===== config.mk =====
export PLATFORM = sky130hd
export DESIGN_NAME = reu_dma_seq
export DESIGN_NICKNAME = d
export VERILOG_FILES = /design/src/rtl/reu_dma_seq.sv
export SDC_FILE = /design/constraint.sdc
export NUM_CORES = 1
export LEC_CHECK = 0
export CAP_MARGIN = 20
export CORE_ASPECT_RATIO = 2
export CORE_UTILIZATION = 62
export CTS_CLUSTER_DIAMETER = 80
export DETAILED_ROUTE_END_ITERATION = 8
export DONT_BUFFER_PORTS = 1
export PLACE_DENSITY = 0.86
export SLEW_MARGIN = 30
export SYNTH_ARGS = -nofsm -noshare
export SYNTH_HDL_FRONTEND = slang
export SYNTH_SLANG_ARGS = --single-unit

===== constraint.sdc =====
create_clock -name C8M -period 7.1 [get_ports C8M]
set_input_delay 1.065 -clock C8M [delete_from_list [all_inputs] [get_ports C8M]]
set_output_delay 1.065 -clock C8M [all_outputs]
set_load 0.01 [all_outputs]

===== src/rtl/reu_dma_seq.sv =====
// REU DMA sequencer: moves bytes between C64 memory and REU RAM one PHI2
// cycle at a time, in stash, fetch, swap and verify modes. Commands to the
// RAM controller are registered and only change on a CYC pulse. Each one
// therefore stays valid for the whole PHI2 cycle that follows.
module reu_dma_seq #(
  parameter logic [23:0] REUMASK = 24'hFFFFFF
) (
  input  logic        C8M,
  input  logic        RESET,
  input  logic        CYC,
  input  logic        START,
  input  logic [1:0]  MODE,
  input  logic [15:0] C64A0,
  input  logic [23:0] REUA0,
  input  logic [15:0] LEN0,
  input  logic        FIXC64,
  input  logic        FIXREU,
  input  logic        AUTOLOAD,
  output logic        BUSREQ,
  input  logic        BUSGNT,
  output logic        RDCMD,
  output logic        WRCMD,
  output logic [23:0] A,
  output logic [15:0] CA,
  output logic        CRW,
  output logic        WSEL,
  output logic        CDSEL,
  input  logic [7:0]  DIN,
  input  logic [7:0]  RDD,
  output logic [7:0]  HOLDC,
  output logic [7:0]  HOLDR,
  output logic        BUSY,
  output logic        DONE,
  output logic        FAULT,
  output logic [15:0] REM
);

  localparam logic [1:0] MODE_STASH  = 2'd0;
  localparam logic [1:0] MODE_FETCH  = 2'd1;
  localparam logic [1:0] MODE_SWAP   = 2'd2;
  localparam logic [1:0] MODE_VERIFY = 2'd3;

  typedef enum logic [2:0] {
    S_IDLE, S_REQ, S_XFER, S_SWAP2, S_FIN
  } state_t;

  state_t      state_q, state_d;
  logic [23:0] a_q, a_d;
  logic [15:0] ca_q, ca_d;
  logic [15:0] rem_q, rem_d;
  logic [7:0]  holdc_q, holdc_d;
  logic [7:0]  holdr_q, holdr_d;
  logic        fault_q, fault_d;
  logic        rdcmd_q, rdcmd_d;
  logic        wrcmd_q, wrcmd_d;
  logic        crw_q, crw_d;
  logic        wsel_q, wsel_d;
  logic        cdsel_q, cdsel_d;
  logic [1:0]  mode_q, mode_d;
  logic        fixc_q, fixc_d;
  logic        fixr_q, fixr_d;
  logic        auto_q, auto_d;

  // Per-CYC bookkeeping: cmd_upd re-evaluates the command set, issue says
  // whether the next PHI2 cycle carries a command at all.
  logic        cmd_upd;
  logic        issue;

  // State and datapath registers.
  always_ff @(posedge C8M or posedge RESET) begin
    if (RESET) begin
      state_q <= S_IDLE;
      a_q     <= '0;
      ca_q    <= '0;
      rem_q   <= '0;
      holdc_q <= '0;
      holdr_q <= '0;
      fault_q <= 1'b0;
      rdcmd_q <= 1'b0;
      wrcmd_q <= 1'b0;
      crw_q   <= 1'b1;
      wsel_q  <= 1'b0;
      cdsel_q <= 1'b0;
      mode_q  <= MODE_STASH;
      fixc_q  <= 1'b0;
      fixr_q  <= 1'b0;
      auto_q  <= 1'b0;
    end else begin
      state_q <= state_d;
      a_q     <= a_d;
      ca_q    <= ca_d;
      rem_q   <= rem_d;
      holdc_q <= holdc_d;
      holdr_q <= holdr_d;
      fault_q <= fault_d;
      rdcmd_q <= rdcmd_d;
      wrcmd_q <= wrcmd_d;
      crw_q   <= crw_d;
      wsel_q  <= wsel_d;
      cdsel_q <= cdsel_d;
      mode_q  <= mode_d;
      fixc_q  <= fixc_d;
      fixr_q  <= fixr_d;
      auto_q  <= auto_d;
    end
  end

  // Next state: complete the byte of the PHI2 cycle just ended, then set up the next one.
  always_comb begin
    state_d = state_q;
    a_d     = a_q;
    ca_d    = ca_q;
    rem_d   = rem_q;
    holdc_d = holdc_q;
    holdr_d = holdr_q;
    fault_d = fault_q;
    rdcmd_d = rdcmd_q;
    wrcmd_d = wrcmd_q;
    crw_d   = crw_q;
    wsel_d  = wsel_q;
    cdsel_d = cdsel_q;
    mode_d  = mode_q;
    fixc_d  = fixc_q;
    fixr_d  = fixr_q;
    auto_d  = auto_q;
    cmd_upd = 1'b0;
    issue   = 1'b0;

    case (state_q)
      S_IDLE: begin
        if (START) begin
          a_d     = REUA0;
          ca_d    = C64A0;
          rem_d   = LEN0;
          fault_d = 1'b0;
          mode_d  = MODE;
          fixc_d  = FIXC64;
          fixr_d  = FIXREU;
          auto_d  = AUTOLOAD;
          state_d = S_REQ;
        end
      end

      S_REQ: begin
        if (CYC && BUSGNT) begin
          state_d = S_XFER;
          cmd_upd = 1'b1;
          issue   = 1'b1;
        end
      end

      S_XFER, S_SWAP2: begin
        if (CYC) begin
          cmd_upd = 1'b1;
          issue   = BUSGNT;
          // Only a cycle that actually carried a command has a byte to finish.
          if (rdcmd_q || wrcmd_q) begin
            if (state_q == S_XFER && mode_q == MODE_VERIFY && DIN != RDD) begin
              fault_d = 1'b1;
              state_d = S_FIN;
              issue   = 1'b0;
            end else if (state_q == S_XFER && mode_q == MODE_SWAP) begin
              holdc_d = DIN;
              holdr_d = RDD;
              state_d = S_SWAP2;
            end else begin
              if (!fixc_q) ca_d = ca_q + 16'd1;
              if (!fixr_q) a_d = (a_q + 24'd1) & REUMASK;
              rem_d = rem_q - 16'd1;
              if (rem_q == 16'd1) begin
                state_d = S_FIN;
                issue   = 1'b0;
              end else begin
                state_d = S_XFER;
              end
            end
          end
        end
      end

      S_FIN: begin
        state_d = S_IDLE;
        if (auto_q) begin
          a_d   = REUA0;
          ca_d  = C64A0;
          rem_d = LEN0;
        end
      end

      default: state_d = S_IDLE;
    endcase

    // Command set for the coming PHI2 cycle; an ungranted cycle stays quiet.
    if (cmd_upd) begin
      rdcmd_d = 1'b0;
      wrcmd_d = 1'b0;
      crw_d   = 1'b1;
      wsel_d  = 1'b0;
      cdsel_d = 1'b0;
      if (issue) begin
        if (state_d == S_SWAP2) begin
          wrcmd_d = 1'b1;
          wsel_d  = 1'b1;
          crw_d   = 1'b0;
          cdsel_d = 1'b1;
        end else if (state_d == S_XFER) begin
          case (mode_q)
            MODE_STASH:  wrcmd_d = 1'b1;
            MODE_FETCH: begin
              rdcmd_d = 1'b1;
              crw_d   = 1'b0;
            end
            default:     rdcmd_d = 1'b1;
          endcase
        end
      end
    end
  end

  // Outputs decoded from the state plus the registered command set.
  always_comb begin
    BUSREQ = (state_q == S_REQ) || (state_q == S_XFER) || (state_q == S_SWAP2);
    BUSY   = BUSREQ;
    DONE   = (state_q == S_FIN);
    RDCMD  = rdcmd_q;
    WRCMD  = wrcmd_q;
    CRW    = crw_q;
    WSEL   = wsel_q;
    CDSEL  = cdsel_q;
    A      = a_q;
    CA     = ca_q;
    REM    = rem_q;
    FAULT  = fault_q;
    HOLDC  = holdc_q;
    HOLDR  = holdr_q;
  end

endmodule

== After elaboration in Yosys (flattened, before gate mapping) ==
Cells that the tools add are included.

* Bits in registers: 85
* Word-level logic and storage cells: 116

* Add/sub/neg operators: 3
* Equal/unequal tests: 20
* Multiplexer cells: 59
* Bitwise gates (word level): 1
* Reductions and logical operators: 18

{| class="wikitable"
|+ Operator list
! kind !! number
|-
| 2-to-1 mux 16 bit || 13
|-
| 2-to-1 mux 24 bit || 7
|-
| case mux 16 bit (3 select lines) || 2
|-
| case mux 24 bit (3 select lines) || 1
|-
| 2-to-1 mux 1 bit || 25
|-
| adder 24 x 1 -> 24 bit (second input constant) || 1
|-
| 2-to-1 mux 3 bit || 7
|-
| adder 16 x 1 -> 16 bit (second input constant) || 1
|-
| equality test 16 x 1 -> 1 bit (second input constant) || 1
|-
| != test 2 bit (second input constant) || 8
|-
| AND reduction 8 bit || 2
|-
| subtractor 16 x 1 -> 16 bit (second input constant) || 1
|-
| equality test 3 x 2 -> 1 bit (second input constant) || 4
|-
| AND reduction 5 bit || 2
|-
| case mux 3 bit (3 select lines) || 1
|-
| != test 8 bit || 1
|-
| AND reduction 7 bit || 1
|-
| case mux 1 bit (2 select lines) || 3
|-
| equality test 2 bit (second input constant) || 2
|-
| logical AND 1 bit || 4
|-
| equality test 3 x 1 -> 1 bit (second input constant) || 1
|-
| equality test 3 bit (second input constant) || 1
|-
| logical NOT 3 bit || 1
|-
| logical OR 1 bit || 3
|-
| other kinds (8) || 8
|}

== Depth between registers and ports, before layout ==
* Depth after elaboration: 11
* Depth in mapped cells: 9
* Mapped depth without buffers: 7

== Worst setup path after synthesis ==
OpenSTA, ideal clock, no wires.

* Path type: input -> register
* Start: input port RDD[4]
* End: register rem_q[1] (netlist: REM[1])
* Setup time: 0.124 ns
* Data arrival time: 2.487 ns
* Data required time: 6.976 ns
* Path slack: 4.489 ns
* Stages: 7
* Path through: xor2_1 nor4_2 a21oi_2 or3_1 buf_6 a211oi_2 a21oi_1

* Cells in the longest elaborated chain, start to end: 4

{| class="wikitable"
|+ Ends and longest elaborated chain
! item !! line !! source
|-
| start, declared || 29 || <nowiki>input logic [7:0] RDD,</nowiki>
|-
| != test 8 bit || 158 || <nowiki>if (state_q == S_XFER && mode_q == MODE_VERIFY && DIN != RDD) begin</nowiki>
|-
| logical AND 1 bit || 158 ||
|-
| != test 2 bit (no source line) || -- ||
|-
| AND reduction 7 bit (no source line) || -- ||
|-
| end signal, assigned || 92 || <nowiki>rem_q <= rem_d;</nowiki>
|-
| end, declared || 50 || <nowiki>logic [15:0] rem_q, rem_d;</nowiki>
|}

Every way passes these cells.
A chain may end at the register's enable or synchronous reset.

== Worst setup path in the final report ==
* Start: register state_q[1]
* End: register ca_q[10] (netlist: CA[10])

* Cells in the longest elaborated chain, start to end: 5
* Elaborated cells on any way between the ends: 18

{| class="wikitable"
|+ Ends and longest elaborated chain
! item !! line !! source
|-
| start, declared || 47 || <nowiki>state_t state_q, state_d;</nowiki>
|-
| start signal, assigned || 89 || <nowiki>state_q <= state_d;</nowiki>
|-
| equality test 3 x 2 -> 1 bit || 129, 158, 162 ||
|-
| logical AND 1 bit (2 in a row) || 158 ||
|-
| != test 2 bit (no source line) || -- ||
|-
| AND reduction 8 bit (no source line) || -- ||
|-
| end signal, assigned || 74 || <nowiki>ca_q <= '0;</nowiki>
|-
| end signal, assigned || 91 || <nowiki>ca_q <= ca_d;</nowiki>
|-
| end, declared || 49 || <nowiki>logic [15:0] ca_q, ca_d;</nowiki>
|}

Several ways; a longest one is shown, not always the timed one.

==> results.md <==
- Status: finished, final reports clean
- CTS max path bufs: 2
- Post-Syn Area: 0.00488 sq mm
- R2R depth: 7
- Hold path endpoint: auto_q
- Final nets: 623
- Area of the multi-input gates: 0.00255 sq mm
- 1st-iter DRT viols: 351
- Register share of total power: 42.9%
- Number of buffers created by CTS: 9
- Number of iterations in the first detailed-routing pass: 7
- # clock sinks: 85
- Hpwl dp: 8700 um
- Post-place setup slack: 3.56 ns
- Int Pwr: 0.00138 W
- Peak VDD IR: 0.268 mV
- Fin. max-slew vios: 0
- Critical Path AT: 3.24 ns
- Reg-to-reg startpoint: state_q[1]
- Initial Utilization: 64.2%
- Library cells used by synthesis: 57
- Yosys Warn Count: 0
- Crit path max fanout: 76
- Lkg Pwr: 2.11 nW
- H-tree depth: 3
- Core Area: 0.00760 sq mm
- RSZ-0062 raised after global routing: false
- Mapped Nets: 638
- #FFs+latches synth: 85
- WHS Path Cells: 1
- Worst reg2reg path endpoint: CA[10]
- Commonest cells after routing, fill and taps aside: dfrtp_1, nand2_1, a21oi_1
- GPL Wtd Cong: 0.872
- Via density: 6.72
- WS Path Type: flop to flop
- Gr usage total: 30.9%
- HP Class: flop to flop
- Critical Path End Type: flop
- Power share of the clock group: 16.9%
- Fin crit period: 3.03 ns
- Final WL: 12500 um
- Post-CTS resize count: 0
- Final worst setup slack: 4.07 ns
- Worst-Margin Slew: 0.931 ns
- GR Overflow Total: 0
- Cell Pwr Density: 504 mW/mm^2
- P&R area growth vs syn: 6.16%
- Max-Cap Viols: 0
- Initial antenna violation count: 0
- Post-synthesis sequential area ratio: 43.6%
- Slew HR: 37.8%
- N_diodes: 0
- Total power: 0.00261 W
- # hold bufs at CTS: 0
- Worst skew pair latency: 0.34 ns
- First-pass GRT wire length: 19600 um
- Setup_tns: 0 ns
- Worst setup SP type: flop
- Switching portion of total power: 46.9%
- Wire per inst: 19.7 um
- Worst-path clk slew: 0.06 ns
- Switch Pwr: 0.00122 W
- Proportion of power drawn by combinational gates: 40.1%
- Chip Width: 64.7 um
- Vias in the first global route: 4205
- I/O Buffers: 0
- Mean Syn Cell Area: 8.84 sq um
- Fmax: 0.330 GHz
- Fill cells: 600
- DRC: 0
- Async set-reset flop share out of synthesis: 100%
- Period utilization: 42.7%
- TritonCTS clock tree: built
- Setup Fix Bufs, Post-CTS: 0
- Number of enable flip-flop cells after synthesis: 0
- Fraction of layout cells with a size suffix above 1: 12.4%
- Synth Flop Type: dfrtp_1
- Largest net degree at the start of global routing: 77
- Post-route ant nets: 0
- Die H: 127 um
- FP Rows: 45
- CP required: 7.31 ns
- Synthesized netlist cell count: 552
- Via count: 4272
- Finish-stage setup viols: 0
- Hold Path Origin: auto_q
- Skew final: 0.00774 ns
- Sequential cell area: 0.00213 sq mm
- Final hold violations: 0
- I/O Pins: 163
- Fin util: 68.1%
- Reg-to-reg slack, setup: 4.07 ns
- Die footprint: 0.00825 sq mm
- Root Buffer Master: clkbuf_16
## metrics by stage
step	hold slack [ns]	std cells	area, sq um
after floorplan	0.481	552	4880
after global placement	0.518	619	4890
after detailed placement	0.522	619	4890
after CTS	0.536	635	5160
after global routing	0.541	636	5180
final	0.530	636	5180
## cell usage after synthesis, types with 3 or more instances
library cell	n	area [sq um]
mux2i_1	3	30.0
nand4_1	5	31.3
dfrtp_1	84	2100
buf_2	9	45.0
a21boi_2	3	33.8
o21ai_1	3	15.0
inv_1	14	52.6
o2bb2ai_1	12	105
ha_1	4	50.1
nand2_1	84	315
clkbuf_1	12	45.0
mux2_2	20	225
o21ai_0	36	180
nor2_1	36	135
o22ai_1	21	131
nand3_1	29	145
nand2b_1	6	37.5
xor2_1	8	70.1
nor3_1	15	75.1
buf_1	5	18.8
buf_4	6	45.0
o22a_1	3	26.3
a21oi_1	62	310
nor4_1	7	43.8
and3_1	7	43.8
a31oi_1	5	31.3
a22oi_1	9	67.6
a2bb2oi_2	5	75.1
## layer usage
metal	GRT usage [%]	vias up	wire, um
met5	0	-	0
met4	15.0	0	414
met3	9.02	37	918
met2	54.0	216	6760
met1	33.2	2040	4440
li1	-	1979	-
## power by group through the flow
| stage | sequential [W] | combinational, W | clock (W) |
|---|---|---|---|
| after floorplan | 0.00102 | 0.000894 | 0 |
| after global placement | 0.00111 | 0.000970 | 0 |
| after detailed placement | 0.00112 | 0.00102 | 0 |
| after CTS | 0.00112 | 0.00103 | 0.000448 |
| after global routing | 0.00116 | 0.00116 | 0.000460 |
| final | 0.00112 | 0.00105 | 0.000442 |
## worst max-delay path: stages (launching register included)
cell and delay [ns]:
dfrtp_1 0.55, nor2b_4 0.72, buf_4 0.68, nand2_1 0.17, nor4b_4 0.16, buf_4 0.25
and2b_1 0.20, a2bb2oi_2 0.12
## final cells by class
type | count | area share, %
clock inverters | 2 | 0.193
well taps | 94 | 2.27
repair buffers | 7 | 1.09
flip-flops and latches | 85 | 41.1
inverters | 14 | 1.04
multi-input cells | 420 | 49.2
clock buffers | 14 | 5.10
## kinds of logic (layout without fill, tap and decap cells)
group / after synthesis / after routing / share of synthesized area [%]
compound gates: 179 / 179 / 23.6
simple gates: 206 / 206 / 20.6
flops: 85 / 85 / 43.6
buf+inv: 47 / 37 / 4.46
xor+xnor: 8 / 8 / 1.44
fa+ha+maj: 4 / 4 / 1.03
mux: 23 / 23 / 5.23
## worst max-delay path by stage
stage / slack [ns] / cells past startpoint / from / end
after floorplan: 3.84 / 1 / RESET / A[0]
after global placement: 3.65 / 6 / RDD[6] / A[15]
after detailed placement: 3.56 / 6 / RDD[6] / A[15]
after CTS: 3.61 / 6 / state_q[1] / A[15]
after global routing: 3.86 / 7 / state_q[1] / CA[10]
final: 4.07 / 7 / state_q[1] / CA[10]
## sequential cells by signal, indices dropped and copies added (netlist names), 2 cells and up
signal	cells
HOLDC	8
mode_q	2
A	24
HOLDR	8
state_q	3
REM	16
CA	16
Power figures use the tool's default switching activity.
